[src/rtl/pipe_ifid.sv]
// IF/ID pipeline register with load-use hazard stall, branch flush squash,
// and saturating stall/flush event counters.
module pipe_ifid #(
  parameter int unsigned CNT_W = 8
) (
  input  logic             clk_i,
  input  logic             rst_n,
  input  logic [15:0]      instr_i,
  input  logic [15:0]      PCadder1_sum_i,
  input  logic             flush_i,
  input  logic             IDEX_memRead_i,
  input  logic [2:0]       IDEX_wrAddr_i,
  output logic [15:0]      instr_o,
  output logic [15:0]      PCadder1_sum_o,
  output logic             valid_o,
  output logic             PC_write_o,
  output logic             bubble_o,
  output logic [CNT_W-1:0] stall_cnt_o,
  output logic [CNT_W-1:0] flush_cnt_o
);

  localparam int unsigned INSTR_W = 16;
  localparam int unsigned PC_W    = 16;

  typedef enum logic {
    RUN  = 1'b0,
    HOLD = 1'b1
  } state_t;

  // Zero initialisers give a defined state at time zero before the first reset edge.
  state_t             state_q     = RUN;
  logic [INSTR_W-1:0] instr_q     = '0;
  logic [PC_W-1:0]    pc_q        = '0;
  logic               valid_q     = 1'b0;
  logic [CNT_W-1:0]   stall_cnt_q = '0;
  logic [CNT_W-1:0]   flush_cnt_q = '0;

  state_t             state_d;
  logic [INSTR_W-1:0] instr_d;
  logic [PC_W-1:0]    pc_d;
  logic               valid_d;
  logic [CNT_W-1:0]   stall_cnt_d;
  logic [CNT_W-1:0]   flush_cnt_d;
  logic               hazard;

  // Load-use hazard: decode source fields match a pending load destination.
  assign hazard = valid_q & IDEX_memRead_i &
                  ((IDEX_wrAddr_i == instr_q[12:10]) | (IDEX_wrAddr_i == instr_q[9:7])) &
                  ~flush_i;

  assign PC_write_o     = ~hazard;
  assign bubble_o       = hazard | flush_i | ~valid_q;
  assign instr_o        = instr_q;
  assign PCadder1_sum_o = pc_q;
  assign valid_o        = valid_q;
  assign stall_cnt_o    = stall_cnt_q;
  assign flush_cnt_o    = flush_cnt_q;

  // Next-state: flush beats hazard beats normal load; HOLD re-evaluates like RUN.
  always_comb begin
    state_d     = state_q;
    instr_d     = instr_q;
    pc_d        = pc_q;
    valid_d     = valid_q;
    stall_cnt_d = stall_cnt_q;
    flush_cnt_d = flush_cnt_q;
    if (flush_i) begin
      state_d = RUN;
      instr_d = '0;
      pc_d    = '0;
      valid_d = 1'b0;
      if (flush_cnt_q != {CNT_W{1'b1}}) flush_cnt_d = flush_cnt_q + CNT_W'(1);
    end else if (hazard) begin
      state_d = HOLD;
      if (stall_cnt_q != {CNT_W{1'b1}}) stall_cnt_d = stall_cnt_q + CNT_W'(1);
    end else begin
      state_d = RUN;
      instr_d = instr_i;
      pc_d    = PCadder1_sum_i;
      valid_d = 1'b1;
    end
  end

  always_ff @(posedge clk_i) begin
    if (!rst_n) begin
      state_q     <= RUN;
      instr_q     <= '0;
      pc_q        <= '0;
      valid_q     <= 1'b0;
      stall_cnt_q <= '0;
      flush_cnt_q <= '0;
    end else begin
      state_q     <= state_d;
      instr_q     <= instr_d;
      pc_q        <= pc_d;
      valid_q     <= valid_d;
      stall_cnt_q <= stall_cnt_d;
      flush_cnt_q <= flush_cnt_d;
    end
  end

endmodule
[config.mk]
export PLATFORM = sky130hd
export DESIGN_NAME = pipe_ifid
export DESIGN_NICKNAME = d
export VERILOG_FILES = /design/src/rtl/pipe_ifid.sv
export SDC_FILE = /design/constraint.sdc
export NUM_CORES = 1
export LEC_CHECK = 0
export BUFFER_PORTS_ARGS = -buffer_cell sky130_fd_sc_hd__buf_4
export CORE_ASPECT_RATIO = 1.2
export CORE_MARGIN = 2
export CORE_UTILIZATION = 35
export CTS_BUF_LIST = sky130_fd_sc_hd__clkbuf_16
export DETAILED_ROUTE_END_ITERATION = 8
export GPL_ROUTABILITY_DRIVEN = 0
export HOLD_SLACK_MARGIN = 0.15
export REMOVE_ABC_BUFFERS = 1
export SYNTH_ARGS = -nofsm -noshare
export SYNTH_HDL_FRONTEND = slang
export SYNTH_SLANG_ARGS = --single-unit
[constraint.sdc]
create_clock -name clk_i -period 1.5 [get_ports clk_i]
set_input_delay 0.15 -clock clk_i [delete_from_list [all_inputs] [get_ports clk_i]]
set_output_delay 0.15 -clock clk_i [all_outputs]
set_load 0.05 [all_outputs]
=== After elaboration in Yosys (flattened, before gate mapping) ===
Index checks and enable logic that the tools add are counted.

* Latch bits: 0
* Memory bits (writable): 0
* Output and inout port bits: 51
* Bits in registers: 49
* Logic and storage cells: 24
* Memories kept: 0
* ROM bits: 0
* Bits of input ports: 39

* Reduce and logical (&&, ||, !) cells: 3
* Multiply operators: 0
* Mux-type cells: 0
* Divide/modulo/power cells: 0
* Add/subtract/negate cells: 2
* Bitwise operators: 10
* $lt $le $gt $ge: 0
* Equal/unequal tests: 4
* Shifts and indexed selects: 0

{| class="wikitable"
|+ Operator list
! kind !! count
|-
| $add A8 B1 Y8 const B || 2
|-
| $ne A8 B8 Y1 const B || 2
|-
| $eq A3 B3 Y1 || 2
|-
| $not A1 Y1 || 4
|-
| $and A1 B1 Y1 || 3
|-
| $or A1 B1 Y1 || 3
|-
| $reduce_and A3 Y1 || 1
|-
| $reduce_and A2 Y1 || 1
|-
| $reduce_or A2 Y1 || 1
|}

=== Logic depth before layout (Yosys ltp) ===
* Depth in word-level cells: 6
* Mapped depth: 6

=== Worst setup path after synthesis ===
OpenSTA, ideal clock, no wires.

* Kind: reg-to-output
* Start: reg valid_q (netlist: valid_o)
* End: out bubble_o
* Data required time: 1.350 ns
* Buffers on the path: 1
* Stages on the path, launching flop included: 6
* Data arrival time: 1.894 ns
* Setup slack: -0.544 ns
* Cell sequence: dfxtp_1 > nand2_1 > nor4_1 > nor2_1 > buf_2 > nand3b_1

* Longest elaborated chain between the ends: 5
* Elaborated cells on any way between the ends: 6
* Classes of those cells: bitwise (6)

{| class="wikitable"
|+ RTL lines
! item !! line !! text
|-
| start: declaration || 34 || <nowiki>logic valid_q = 1'b0;</nowiki>
|-
| start signal: assignment || 96 || <nowiki>valid_q <= valid_d;</nowiki>
|-
| $and A1 B1 Y1 (2 in series) || 47 || <nowiki>assign hazard = valid_q & IDEX_memRead_i &</nowiki>
|-
| $and A1 B1 Y1 || 48 || <nowiki>((IDEX_wrAddr_i == instr_q[12:10]) | (IDEX_wrAddr_i == instr_q[9:7])) &</nowiki>
|-
| $or A1 B1 Y1 || 52 || <nowiki>assign bubble_o = hazard | flush_i | ~valid_q;</nowiki>
|-
| $or A1 B1 Y1 * || 52 ||
|-
| end: declaration || 17 || <nowiki>output logic bubble_o,</nowiki>
|}

Mark *: on every way between the ends. The rest lies on a longest branch, timed or not.

=== Worst setup path after layout ===
* Start: reg instr_q[9] (netlist: instr_o[9])
* End: reg stall_cnt_q[4] (netlist: stall_cnt_o[4])

* Longest elaborated chain between the ends: 5

{| class="wikitable"
|+ RTL lines
! item !! line !! text
|-
| start: declaration || 32 || <nowiki>logic [INSTR_W-1:0] instr_q = '0;</nowiki>
|-
| start signal: assignment || 94 || <nowiki>instr_q <= instr_d;</nowiki>
|-
| $eq A3 B3 Y1 || 48 ||
|-
| $or A1 B1 Y1 || 48 ||
|-
| $and A1 B1 Y1 || 47 ||
|-
| $and A1 B1 Y1 || 48 ||
|-
| $reduce_and A3 Y1 (no source line) || n/a ||
|-
| end signal: assignment || 97 || <nowiki>stall_cnt_q <= stall_cnt_d;</nowiki>
|-
| end: declaration || 35 || <nowiki>logic [CNT_W-1:0] stall_cnt_q = '0;</nowiki>
|}

Every way passes these cells.
A chain may end at the register's enable or synchronous reset.

==> results.md <==
Synth:
- In this run the mean area of a mapped cell was 9.644 sq um.
- The number of synthesized flops with an enable pin is 0.
- The number of instances in the synthesized netlist is between 200 and 250.
- Synthesis instantiated 33 different standard cells from the library.
- The share of the yosys chip area belonging to registers is roughly half.
- The async set or reset register ratio after synthesis is 0%.
- The warning count from the yosys run is 0.
- The commonest register cell after synthesis is sky130_fd_sc_hd__dfxtp_1.
- The cell area after synthesis is 2016 sq um.
- The flip-flop and latch count after synthesis is 49.

Timing:
- The actual slew at the worst max-slew pin is 344.2 ps.
- Between clock sinks in the finished design, the worst skew comes to 6.934 ps.
- Setup repair after global routing could not meet its margin everywhere.
- The final number of max-transition violations is 0.
- The worst relative slew slack is 77.05%.
- The ratio of final minimum period to clock period is 119.5%.
- The number of hold violations in the final report is 0.
- The highest clock rate is 557.9 MHz.
- Subtracting the final worst setup slack from the clock period gives 1793 ps.
- The final worst-path setup slack is -292.6 ps.
- For the final routed database, the setup TNS stands at -6968 ps.
- Setup violations remaining at the end of the flow were counted as 41.

Cells and area:
- The layout-stage area growth over the synthesis result is 88.21%.
- 0 antenna diodes ended up in the layout.
- The share of layout cells above drive strength 1 is a little over two fifths.
- The post-route core utilization is between 60% and 70%.
- The filler cells instantiated in the layout total 451.
- The final layout contains between 400 and 500 nets.
- Once layout is done, the placed cells without fillers occupy 3794 sq um.
- The final standard cell count with taps included and fillers excluded is between 400 and 500.

CTS:
- TritonCTS built the clock tree.
- Clock latency on the worst-skew pair, taken at its later pin, is between 200 and 300 ps.
- Clock-pin slew was measured on the worst setup and hold paths at 60 ps.
- The H-tree was split into 2 levels.
- The CTS sink count is 49.
- Counting along the longest clock path gives a buffer depth of 2.
- The number of CTS-inserted buffers is 5.
- The cell chosen for the clock root is sky130_fd_sc_hd__clkbuf_16.

GRT:
- The first global-routing pass estimated 9625 um of wire.
- The global router's overall resource usage is 19.11%.
- The initial antenna violation count is 0.
- The maximum number of pins on one net before global-route repair is 34.
- The overflow left after global routing is 0.
- The via count of the first global-routing pass is 2172.

Drt:
- The count of TritonRoute iterations in the first routing pass is 4.
- The number of vias after detailed routing is 2104.
- The number of DRC violations after detailed-routing iteration 0 is 45.
- The wire length after detailed routing is 5761 um.
- The number of DRC violations after detailed routing is 0.
- The number of antenna-violating nets in the routed design is 0.
- After detailed routing, the average wire length per cell comes to 13.15 um.
- The detail-routed via count per cell is approximately 4.8.

Worst setup path:
- The signal arrival time at the worst endpoint is 2010 ps.
- By startpoint and endpoint, the worst setup path is classified as reg -> reg.
- The critical path endpoint category is a register.
- Of all nets on the critical path, the largest fanout is 4.
- At the worst endpoint, the required time is 1720 ps.
- The most critical setup path has its startpoint at instr_o[9].
- The startpoint identified for the worst register-to-register timing path is instr_o[9].
- The slack of the worst reg-to-reg path is -290 ps.
- The nature of the critical path startpoint is a register.

Place:
- The instance area at placement is roughly 3000 sq um.
- The post-placement setup slack is -153.8 ps.
- The count of input and output buffers is 89.
- The wire-length estimate of the detail-placed layout is between 3000 and 4000 um.
- Counting tap cells, the placed design contains a total of ~390 instances.

Min path:
- The startpoint identified for the worst hold timing path is rst_n.
- The min-delay analysis places its worst path in the category in -> reg.

Die:
- The die is 87.13 um tall.
- The die is approximately 73 um wide.
- The number of ports placed on the die boundary is 90.
- The area enclosed by the die boundary is 6384 sq um.
- The initial core utilization is 36.04%.
- The number of placement rows is 30.
- The total core area is roughly 5600 sq um.

Run status:
- The checks that failed: negative setup slack.
- The run finished, with violations left.

Pwr:
- The leakage component of the power is a little under 2 nW.
- The power per standard cell area is 844.1 nW/um^2.
- The maximum VDD drop is roughly 570 uV.

Run:
- The number of maximum-capacitance violations is 0.
-- worst max-delay path, stage by stage (launching register included) --
cell	delay, ps
sky130_fd_sc_hd__dfxtp_2	320
sky130_fd_sc_hd__xor2_1	130
sky130_fd_sc_hd__nor4_1	270
sky130_fd_sc_hd__buf_4	180
sky130_fd_sc_hd__nor2_4	50
sky130_fd_sc_hd__buf_6	110
sky130_fd_sc_hd__or4_4	530
sky130_fd_sc_hd__a21oi_2	140
-- metal layers --
layer  global-route usage (%)  part of all wire (%)
met1                    20.07                    39
met2                    36.36                    54
met3                    6.134                   7.0
met4                    4.040                  0.66
met5                        0                     0
-- cell usage in the layout, fill, tap and decap left out, types with 2 or more instances in the layout --
cell,instances
sky130_fd_sc_hd__nand4_1,6
sky130_fd_sc_hd__buf_4,119
sky130_fd_sc_hd__clkbuf_16,5
sky130_fd_sc_hd__and4_1,2
sky130_fd_sc_hd__xor2_1,8
sky130_fd_sc_hd__dfxtp_2,2
sky130_fd_sc_hd__a21oi_2,2
sky130_fd_sc_hd__dlygate4sd3_1,32
sky130_fd_sc_hd__nor2_1,38
sky130_fd_sc_hd__xnor2_1,4
sky130_fd_sc_hd__nor2_4,2
sky130_fd_sc_hd__nand2b_1,3
sky130_fd_sc_hd__buf_6,10
sky130_fd_sc_hd__buf_16,3
sky130_fd_sc_hd__inv_1,4
sky130_fd_sc_hd__dfxtp_1,47
sky130_fd_sc_hd__buf_12,3
sky130_fd_sc_hd__a21oi_1,2
sky130_fd_sc_hd__and2_1,4
sky130_fd_sc_hd__mux2i_1,33
sky130_fd_sc_hd__nor4_1,2
sky130_fd_sc_hd__nand3_1,7
sky130_fd_sc_hd__nand2_1,10
-- metrics by stage --
step | hold slack, ps | power [mW]
detailed placement | 389.3 | 1.884
global placement | 380.5 | 1.878
floorplan | 271.7 | 1.668
CTS | 198.9 | 3.232
finish | 202.5 | 3.202
global route | 222.7 | 3.320
-- path summary, 6_finish.rpt --
path         cells past startpoint        endpoint
max                              7  stall_cnt_o[4]
min                              2  flush_cnt_o[7]
max reg2reg                      7  stall_cnt_o[4]
min reg2reg                      2      instr_o[5]
-- where the power goes --
group	switching, mW	internal, mW	total [mW]
Clock	0.459	0.774	1.23
Combinational	0.311	0.285	0.596
Sequential	0.0264	1.35	1.37
Total	0.797	2.41	3.20
-- repair_timing --
action                                  CTS  global route
endpoints found under the setup margin   36            44
pin swaps                                10             9
resized for setup                        28            10
gates cloned                              3             0
hold buffers                             32             0
endpoints found under the hold margin    32             0
buffers inserted                          5             4
-- kinds of logic (layout without fill, tap and decap cells) --
logic type      count (synthesis)  count (layout)  share of synthesized area (%)
simple gates                   83              83                          19.37
flops                          49              49                          48.67
mux                            35              35                          17.38
compound gates                 14              14                          5.277
buf+inv                        14             179                          2.855
xor+xnor                       12              12                          5.214
fa+ha+maj                       2               2                          1.241
-- area by class of cell --
type                            count  area, sq um  area share [%]
Clock buffer                        5        125.1           3.298
Clock inverter                      2        35.03          0.9235
Inverter                            4        15.01          0.3958
Multi-Input combinational cell    146         1071           28.23
Sequential cell                    49        983.4           25.92
Tap cell                           64        80.08           2.111
Timing Repair Buffer              168         1484           39.12
-- cell usage after synthesis, drive strengths merged (3+ instances only) --
| master | n | area share, % |
|---|---|---|
| dfxtp | 49 | 49 |
| nor2 | 40 | 7.4 |
| mux2i | 35 | 17 |
| nand2 | 10 | 1.9 |
| xor2 | 8 | 3.5 |
| nand3 | 7 | 1.7 |
| clkbuf | 6 | 1.1 |
| nand4 | 6 | 1.9 |
| a21oi | 4 | 0.99 |
| and2 | 4 | 1.2 |
| buf | 4 | 0.99 |
| inv | 4 | 0.74 |
| xnor2 | 4 | 1.7 |
| nand2b | 3 | 0.93 |
| nor3 | 3 | 0.74 |
-- flip-flops by register name, summed over array words and instances, names as in the netlist --
name,flops
flush_cnt_o,8
stall_cnt_o,8
valid_o,1
instr_o,16
PCadder1_sum_o,16
Note: power is estimated with default switching activity, not from simulation.
